**config.mk**
```make
export PLATFORM = sky130hd
export DESIGN_NAME = snap_capture_ctrl_flat
export DESIGN_NICKNAME = d
export VERILOG_FILES = /design/src/rtl/snap_pkg.sv /design/src/rtl/snap_capture_ctrl_if.sv /design/src/rtl/snap_edge_det.sv /design/src/rtl/snap_capture_ctrl.sv /design/src/flat_wrapper.sv
export SDC_FILE = /design/constraint.sdc
export NUM_CORES = 1
export LEC_CHECK = 0
export ABC_AREA = 1
export ABC_CLOCK_PERIOD_IN_PS = 2029
export BUFFER_PORTS_ARGS = -buffer_cell sky130_fd_sc_hd__buf_2
export CAP_MARGIN = 25
export CORE_ASPECT_RATIO = 1.5
export CORE_UTILIZATION = 25
export CTS_CLUSTER_SIZE = 12
export DETAILED_ROUTE_END_ITERATION = 16
export PLACE_DENSITY = 0.52
export SYNTH_ARGS = -nofsm -noshare
export SYNTH_HDL_FRONTEND = slang
export SYNTH_SLANG_ARGS = --single-unit
export TNS_END_PERCENT = 1
```
**constraint.sdc**
```tcl
create_clock -name clk -period 2.03 [get_ports clk]
set_clock_uncertainty 0.05 [all_clocks]
set_input_delay 0.406 -clock clk [delete_from_list [all_inputs] [get_ports clk]]
set_output_delay 0.406 -clock clk [all_outputs]
set_load 0.01 [all_outputs]
```
**src/rtl/snap_pkg.sv**
```systemverilog
// Shared types and default sizes for the snapshot-capture blocks.
package snap_pkg;

    localparam int SNAP_DW   = 128;
    localparam int SNAP_AW   = 10;
    localparam int SNAP_DLYW = 16;

    typedef enum logic [2:0] {
        IDLE    = 3'd0,
        ARMED   = 3'd1,
        DELAY   = 3'd2,
        CAPTURE = 3'd3,
        DONE    = 3'd4
    } snap_state_t;

endpackage

```
**src/rtl/snap_capture_ctrl_if.sv**
```systemverilog
// Sample stream in and BRAM port A out of the snapshot sequencer.
// din_vld qualifies din/trig in the same cycle and is always accepted (no ready);
// bram_we qualifies bram_addr/bram_wr_data in the same cycle.
interface snap_capture_ctrl_if
    import snap_pkg::*;
#(
    parameter int DW = SNAP_DW,
    parameter int AW = SNAP_AW
) ();

    logic          din_vld;
    logic          trig;
    logic [DW-1:0] din;
    logic          bram_we;
    logic          bram_en_a;
    logic [AW-1:0] bram_addr;
    logic [DW-1:0] bram_wr_data;

    modport master (
        input  din_vld, trig, din,
        output bram_we, bram_en_a, bram_addr, bram_wr_data
    );

    modport slave (
        output din_vld, trig, din,
        input  bram_we, bram_en_a, bram_addr, bram_wr_data
    );

endinterface

```
**src/rtl/snap_edge_det.sv**
```systemverilog
// One-bit rising-edge detector; rise is high in the cycle where d is 1 and was 0.
module snap_edge_det (
    input  logic clk,
    input  logic rst,
    input  logic d,
    output logic rise
);

    logic d_q;
    logic d_d;

    always_comb d_d = d;

    always_ff @(posedge clk) begin
        if (rst) d_q <= 1'b0;
        else     d_q <= d_d;
    end

    assign rise = d & ~d_q;

endmodule

```
**src/rtl/snap_capture_ctrl.sv**
```systemverilog
// Snapshot BRAM sequencer: arm, wait for (optionally delayed) trigger, then write
// consecutive valid samples to BRAM port A through a single output register.
module snap_capture_ctrl
    import snap_pkg::*;
#(
    parameter int DW   = SNAP_DW,
    parameter int AW   = SNAP_AW,
    parameter int DLYW = SNAP_DLYW
) (
    input  logic                clk,
    input  logic                rst,
    input  logic                ctrl_arm,
    input  logic                ctrl_trig_ext,
    input  logic [DLYW-1:0]     ctrl_delay,
    input  logic [AW-1:0]       ctrl_len,
    snap_capture_ctrl_if.master bus,
    output logic                status_done,
    output logic                status_busy,
    output logic [AW:0]         status_count,
    output snap_state_t         dbg_state
);

    logic arm_edge;

    snap_edge_det u_arm_edge (
        .clk  (clk),
        .rst  (rst),
        .d    (ctrl_arm),
        .rise (arm_edge)
    );

    snap_state_t     state_q, state_d;
    logic            ext_q, ext_d;
    logic [DLYW-1:0] dly_q, dly_d;
    logic [AW:0]     target_q, target_d;
    logic [AW:0]     count_q, count_d;
    logic [AW:0]     count_inc;
    logic            we_q, we_d;
    logic [AW-1:0]   addr_q, addr_d;
    logic [DW-1:0]   data_q, data_d;
    logic            trig_evt;
    logic            wr_issue;

    assign count_inc = count_q + 1'b1;

    always_comb begin
        state_d  = state_q;
        ext_d    = ext_q;
        dly_d    = dly_q;
        target_d = target_q;
        count_d  = count_q;
        we_d     = 1'b0;
        addr_d   = addr_q;
        data_d   = data_q;
        trig_evt = 1'b0;
        wr_issue = 1'b0;

        // An arm edge overrides anything the stream does in the same cycle.
        if (arm_edge) begin
            state_d  = ARMED;
            ext_d    = ctrl_trig_ext;
            dly_d    = ctrl_delay;
            target_d = (ctrl_len == '0) ? {1'b1, {AW{1'b0}}} : {1'b0, ctrl_len};
            count_d  = '0;
            addr_d   = '0;
        end else begin
            case (state_q)
                ARMED: begin
                    trig_evt = ext_q ? (bus.din_vld & bus.trig) : 1'b1;
                    if (trig_evt) begin
                        if (dly_q != '0) begin
                            state_d = DELAY;
                        end else begin
                            state_d  = CAPTURE;
                            // Only an external trigger sample is itself captured.
                            wr_issue = ext_q;
                        end
                    end
                end
                DELAY: begin
                    if (bus.din_vld) begin
                        dly_d = dly_q - 1'b1;
                        if (dly_q == DLYW'(1)) state_d = CAPTURE;
                    end
                end
                CAPTURE: wr_issue = bus.din_vld;
                default: ;
            endcase

            if (wr_issue) begin
                we_d    = 1'b1;
                addr_d  = count_q[AW-1:0];
                data_d  = bus.din;
                count_d = count_inc;
                if (count_inc == target_q) state_d = DONE;
            end
        end
    end

    always_ff @(posedge clk) begin
        if (rst) begin
            state_q  <= IDLE;
            ext_q    <= 1'b0;
            dly_q    <= '0;
            target_q <= '0;
            count_q  <= '0;
            we_q     <= 1'b0;
            addr_q   <= '0;
            data_q   <= '0;
        end else begin
            state_q  <= state_d;
            ext_q    <= ext_d;
            dly_q    <= dly_d;
            target_q <= target_d;
            count_q  <= count_d;
            we_q     <= we_d;
            addr_q   <= addr_d;
            data_q   <= data_d;
        end
    end

    assign bus.bram_we      = we_q;
    assign bus.bram_en_a    = we_q;
    assign bus.bram_addr    = addr_q;
    assign bus.bram_wr_data = data_q;

    assign status_done  = (state_q == DONE);
    assign status_busy  = (state_q == ARMED) || (state_q == DELAY) || (state_q == CAPTURE);
    assign status_count = count_q;
    assign dbg_state    = state_q;

endmodule
```
**src/flat_wrapper.sv**
```systemverilog
// flat-port wrapper written by rule: the top's interface ports become plain ports
module snap_capture_ctrl_flat import snap_pkg::*;
#(
    parameter int DW   = SNAP_DW,
    parameter int AW   = SNAP_AW,
    parameter int DLYW = SNAP_DLYW
)
  (clk, rst, ctrl_arm, ctrl_trig_ext, ctrl_delay, ctrl_len, status_done, status_busy, status_count, dbg_state, bus_din_vld, bus_trig, bus_din, bus_bram_we, bus_bram_en_a, bus_bram_addr, bus_bram_wr_data);
  snap_capture_ctrl_if #(.DW(DW), .AW(AW)) bus_i ();
  input  logic clk;
  input  logic rst;
  input  logic ctrl_arm;
  input  logic ctrl_trig_ext;
  input  logic [DLYW-1:0] ctrl_delay;
  input  logic [AW-1:0] ctrl_len;
  output logic status_done;
  output logic status_busy;
  output logic [AW:0] status_count;
  output snap_state_t dbg_state;
  input wire logic [$bits(bus_i.din_vld)-1:0] bus_din_vld;
  input wire logic [$bits(bus_i.trig)-1:0] bus_trig;
  input wire logic [$bits(bus_i.din)-1:0] bus_din;
  output wire logic [$bits(bus_i.bram_we)-1:0] bus_bram_we;
  output wire logic [$bits(bus_i.bram_en_a)-1:0] bus_bram_en_a;
  output wire logic [$bits(bus_i.bram_addr)-1:0] bus_bram_addr;
  output wire logic [$bits(bus_i.bram_wr_data)-1:0] bus_bram_wr_data;
  assign bus_i.din_vld = bus_din_vld;
  assign bus_i.trig = bus_trig;
  assign bus_i.din = bus_din;
  assign bus_bram_we = bus_i.bram_we;
  assign bus_bram_en_a = bus_i.bram_en_a;
  assign bus_bram_addr = bus_i.bram_addr;
  assign bus_bram_wr_data = bus_i.bram_wr_data;
  snap_capture_ctrl #(.DW(DW), .AW(AW), .DLYW(DLYW)) u_core (.clk(clk), .rst(rst), .ctrl_arm(ctrl_arm), .ctrl_trig_ext(ctrl_trig_ext), .ctrl_delay(ctrl_delay), .ctrl_len(ctrl_len), .bus(bus_i), .status_done(status_done), .status_busy(status_busy), .status_count(status_count), .dbg_state(dbg_state));
endmodule
```
### After elaboration in Yosys (flattened, before gate mapping)

Index checks and enable logic that the tools add are counted.

* add/subtract/negate cells: 2
* $mul: 0
* divide/modulo/power cells: 0
* order comparisons: 0
* eq/ne operators: 6
* shifts and indexed selects: 0
* mux-type cells: 18
* bitwise logic cells: 4
* reduce and logical (&&, ||, !) cells: 9

Operators by type and width (count)
* $mux 16: 3
* $eq 16x1->1 const B: 1
* $reduce_bool 16->1: 1
* $sub 16x1->16 const B: 1
* $mux 3: 5
* $add 11x1->11 const B: 1
* $eq 11x11->1: 1
* $mux 11: 1
* $logic_not 10->1: 1
* $mux 1: 7
* $eq 3x2->1 const B: 2
* $pmux 3 s2: 1
* $reduce_and 2->1: 2
* $reduce_bool 2->1: 2
* $eq 3x1->1 const B: 1
* $eq 3x3->1 const B: 1
* $and 1x1->1: 2
* $logic_or 1x1->1: 2
* $not 1->1: 2
* $pmux 1 s2: 1
* $reduce_or 2->1: 1

* flip-flop bits (word level): 182
* latch bits: 0
* RAM bits: 0
* ROM bits: 0
* bits of input ports: 160
* output and inout bits: 156
* memories: 0

### Longest topological paths before layout

* word-level depth: 7
* gate-level depth with buffers: 13
* mapped depth without buffers: 13

### Hierarchy

Synthesis repeated with hierarchy kept, for this count alone.

* cell total of the unflattened synthesis: 970
* area total of the unflattened synthesis: 7339.5 um^2

Modules (own cells, without submodules)
* snap_capture_ctrl: instances 1, cells each 966, area an instance 7308.3 um^2, seq. area each 3623.5 um^2
* snap_edge_det: instances 1, cells each 4, area an instance 31.3 um^2, seq. area each 20.0 um^2

### Worst setup path before layout

OpenSTA, ideal clock, no wires.

* path kind: register -> register
* start: reg u_core.count_q[0] (netlist: u_core.status_count[0])
* end: reg u_core.state_q[0] (netlist: u_core.dbg_state[0])
* library setup time: 0.132 ns
* data arrival time: 1.539 ns
* required time: 1.848 ns
* path slack: 0.309 ns
* cell stages (with the launch flop): 11
* path buffers: 0
* path through: dfxtp_1 ha_1 nand3_1 inv_1 nand2_1 o21ai_0 nand3_1 nand2_1 nand2_1 o21bai_1 a21oi_1

* word-level cells in the longest chain between the ends: 5

Ends and longest elaborated chain
* from (decl): line snap_capture_ctrl.sv:36 `logic [AW:0] count_q, count_d;`
* from (signal assigned): line snap_capture_ctrl.sv:115 `count_q <= count_d;`
* $add 11x1->11: line snap_capture_ctrl.sv:44 `assign count_inc = count_q + 1'b1;`
* $eq 11x11->1: line snap_capture_ctrl.sv:95 `if (count_inc == target_q) state_d = DONE;`
* $mux 3: line snap_capture_ctrl.sv:95
* $mux 3: line snap_capture_ctrl.sv:90 `if (wr_issue) begin`
* $mux 1: line snap_capture_ctrl.sv:59 `if (arm_edge) begin`
* to (signal assigned): line snap_capture_ctrl.sv:111 `state_q <= state_d;`
* to (decl): line snap_capture_ctrl.sv:32 `snap_state_t state_q, state_d;`

Every way passes these cells.
A chain may end at the register's enable or synchronous reset.

### Final worst setup path

* start: reg u_core.state_q[2] (netlist: u_core.dbg_state[2])
* end: reg u_core.data_q[111] (netlist: u_core.bus.bram_wr_data[111])

* word-level cells in the longest chain between the ends: 4
* elaborated cells between the ends (all ways): 5
* classes of those cells: eq/ne: 2; mux: 2; reduce/logical: 1

Ends and longest elaborated chain
* $eq 3x2->1 or $eq 3x1->1 (tied branches): line snap_capture_ctrl.sv:67 `case (state_q)`
* $pmux 1 s2 (*): line snap_capture_ctrl.sv:67
* $mux 1 (*): line snap_capture_ctrl.sv:59
* $reduce_and 2->1 (no source line) (*)
* to (signal assigned): line snap_capture_ctrl.sv:118 `data_q <= data_d;`
* to (decl): line snap_capture_ctrl.sv:40 `logic [DW-1:0] data_q, data_d;`

Mark *: on every way between the ends. The rest lies on a longest branch, timed or not. The select of a mux whose other input is x is not followed.

==> results.sh <==
export IMPL_outcome="finished, final reports clean"
export IMPL_post_route_period_util=0.945
export IMPL_finalWeightedCongestion=0.822
export IMPL_areaGrowthSynthToFinish_pct=37.6
export IMPL_min_period_ns=1.92
export IMPL_drtIter0Drc=379
export IMPL_synth_nets=1145
export IMPL_grt_pass1_vias=7134
export IMPL_r2r_start="u_core.dbg_state[2]"
export IMPL_grt_usage=0.161
export IMPL_final_cell_mix="buf_2 (315), nor2_1 (294), dfxtp_1 (182)"
export IMPL_worstPathArrival_ns=2.25
export IMPL_ys_seq_area_frac=0.495
export IMPL_place_inst=1659
export IMPL_postLayoutCellArea_sq_um=10100
export IMPL_num_rows=76
export IMPL_clk_latency_ns=0.45
export IMPL_dieArea_sq_um=30200
export IMPL_finalCoreUtilization=0.352
export IMPL_vdd_drop_max_uv=562
export IMPL_htreeDepth=4
export IMPL_hp_class="input pin to register"
export IMPL_vias=7548
export IMPL_fin_tns_setup_ns=0
export IMPL_slew_headroom=0.735
export IMPL_post_drt_wl_per_cell_microns=14.8
export IMPL_finalNonFillerCells=1697
export IMPL_drive_gt1_frac=0.317
export IMPL_cts_sinks=182
export IMPL_fp_dieW_microns=142
export IMPL_end_kind="register"
export IMPL_cap_violations=0
export IMPL_grt_setup_unrepaired="yes"
export IMPL_cts_clk_slew_worst_paths_ns=0.07
export IMPL_setup_slack_ns=0.111
export IMPL_drc=0
export IMPL_required_ns=2.36
export IMPL_critPathTopFamily="simple AND/OR/NAND/NOR gates"
export IMPL_p_total_mw=7.95
export IMPL_power_density_nw_per_um2=784
export IMPL_die_h_microns=212
export IMPL_crit_path_start_kind="register"
export IMPL_ioPinCount=316
export IMPL_hold_buffers=0
export IMPL_antenna_found_initial=0
export IMPL_dpl_worst_slack_ns=0.0847
export IMPL_power_static_leakage_nw=5.13
export IMPL_drt_wl_total_mm=25.1
export IMPL_vias_per_cell=4.45
export IMPL_synth_distinct_cells=35
export IMPL_hpwl_mm=17.3
export IMPL_numCtsBuffers=17
export IMPL_cp_slowest_cell="dfxtp_1"
export IMPL_rrSetupSlack_ns=0.11
export IMPL_synth_seq_cells=182
export IMPL_worst_path_buf_inv=4
export IMPL_placed_area_sq_um=9320
export IMPL_fin_nets=1459
export IMPL_grt_pass1_wl_mm=37.6
export IMPL_firstDrtPassIters=4
export IMPL_layout_commonest_cell="buf_2"
export IMPL_fmax_ghz=0.521
export IMPL_timing_hold_worst_start="bus_din[13]"
export IMPL_crit_path_max_fanout=14
export IMPL_setup_violations=0
export IMPL_slew_viol_final=0
export IMPL_clock_path_buffers=2
export IMPL_start_util=0.256
export IMPL_tightest_slew_ns=0.398
export IMPL_postSynthAreaPerCell_sq_um=7.51
export IMPL_syn_inst=981
export IMPL_portBuffers=315
export IMPL_path_cells="inv_1, nand3_1, nor2_1, nand3_1, nand2_2, inv_6, nor2_8, buf_12, clkbuf_16, o21ai_0, nor2_1"
export IMPL_hold_violations=0
export IMPL_max_stage_delay_ns=0.34
export IMPL_whs_ns=0.126
export IMPL_overflow=0
export IMPL_yosysWarnings=0
export IMPL_root_buffer="clkbuf_16"
export IMPL_syn_cell_area_sq_um=7370
export IMPL_grt_max_degree=75
export IMPL_route_antenna_remaining_nets=0
export IMPL_tritoncts="yes"
export IMPL_criticalPathCategory="register to register"
export IMPL_core_area_sq_um=28800
export IMPL_crit_start="u_core.dbg_state[2]"
-- state kept, by name, summed over array words and instances (netlist names) --
name / cells
u_core.dly_q: 16
u_core.target_q: 11
u_core.ext_q: 1
u_core.dbg_state: 3
u_core.bus.bram_en_a: 1
u_core.bus.bram_addr: 10
u_core.u_arm_edge.d_q: 1
u_core.status_count: 11
u_core.bus.bram_wr_data: 128
-- routing by layer --
metal	wire, microns	global-route usage	up-vias
met5	0	0	-
met4	554	0.0749	0
met3	1500	0.0387	31
met2	13100	0.287	234
met1	9900	0.178	3473
li1	-	-	3810
-- cell type report --
| cell class | count | area (sq um) |
|---|---|---|
| inverters | 50 | 199 |
| fillers | 3127 | 18700 |
| multi-input cells | 690 | 3140 |
| clock inverters | 10 | 149 |
| flip-flops and latches | 182 | 3640 |
| clock buffers | 20 | 457 |
| diodes | 1 | 2.50 |
| repair buffers | 354 | 2060 |
| well taps | 390 | 488 |
-- cells in the mapped netlist (all sizes together) --
| master | instances | area, sq um |
|---|---|---|
| o2111ai | 1 | 8.76 |
| nor3 | 6 | 30.0 |
| a211oi | 4 | 30.0 |
| nand2 | 90 | 340 |
| buf | 31 | 333 |
| a31oi | 9 | 56.3 |
| inv | 50 | 190 |
| ha | 4 | 50.1 |
| o211ai | 3 | 22.5 |
| o21ai | 170 | 851 |
| o311ai | 4 | 35.0 |
| or2 | 2 | 12.5 |
| or3 | 1 | 6.26 |
| o21bai | 1 | 7.51 |
| o21a | 2 | 15.0 |
| xor2 | 1 | 8.76 |
| clkbuf | 28 | 105 |
| a22oi | 1 | 7.51 |
| nor4 | 4 | 25.0 |
| nand3b | 1 | 7.51 |
| nand3 | 43 | 215 |
| a21oi | 25 | 125 |
| nor2 | 314 | 1210 |
| dfxtp | 182 | 3640 |
| nand4 | 4 | 25.0 |
-- worst reg2reg max path: cells and delay by family (launching register included) --
kind,cells,cell delay [ns]
AOI/OAI and AO/OA,1,0.09
buffers and inverters,4,0.58
DFF,1,0.34
and+or+nand+nor,6,0.81
-- power by group --
part	leakage, nW	switching (mW)	internal, mW
Clock	0.289	1.47	2.00
Combinational	3.37	0.429	0.332
Sequential	1.47	0.0588	3.65
Total	5.13	1.96	5.99
-- repair_timing --
action                     in CTS  in global routing
setup endpoints to repair       0                122
buffers inserted                0                  2
resized for setup               0                 28
-- worst paths after layout --
path	depth (start not counted)	to
min reg2reg	2	u_core.target_q[8]
max reg2reg	11	u_core.bus.bram_wr_data[111]
max	11	u_core.bus.bram_wr_data[111]
min	3	u_core.bus.bram_wr_data[13]
-- kinds of logic (layout without fill, tap and decap cells) --
logic type               after synthesis  count (layout)  share of synthesized area
AND/OR/NAND/NOR                      465             465                      0.255
AO/OA/AOI/OAI                        220             220                      0.157
other                                  0               1                          0
buffers and inverters                109             434                     0.0853
flip-flops                           182             182                      0.495
XOR/XNOR                               1               1                    0.00119
adder cells (fa/ha/maj)                4               4                    0.00679
(Power assumes the default switching activity.)
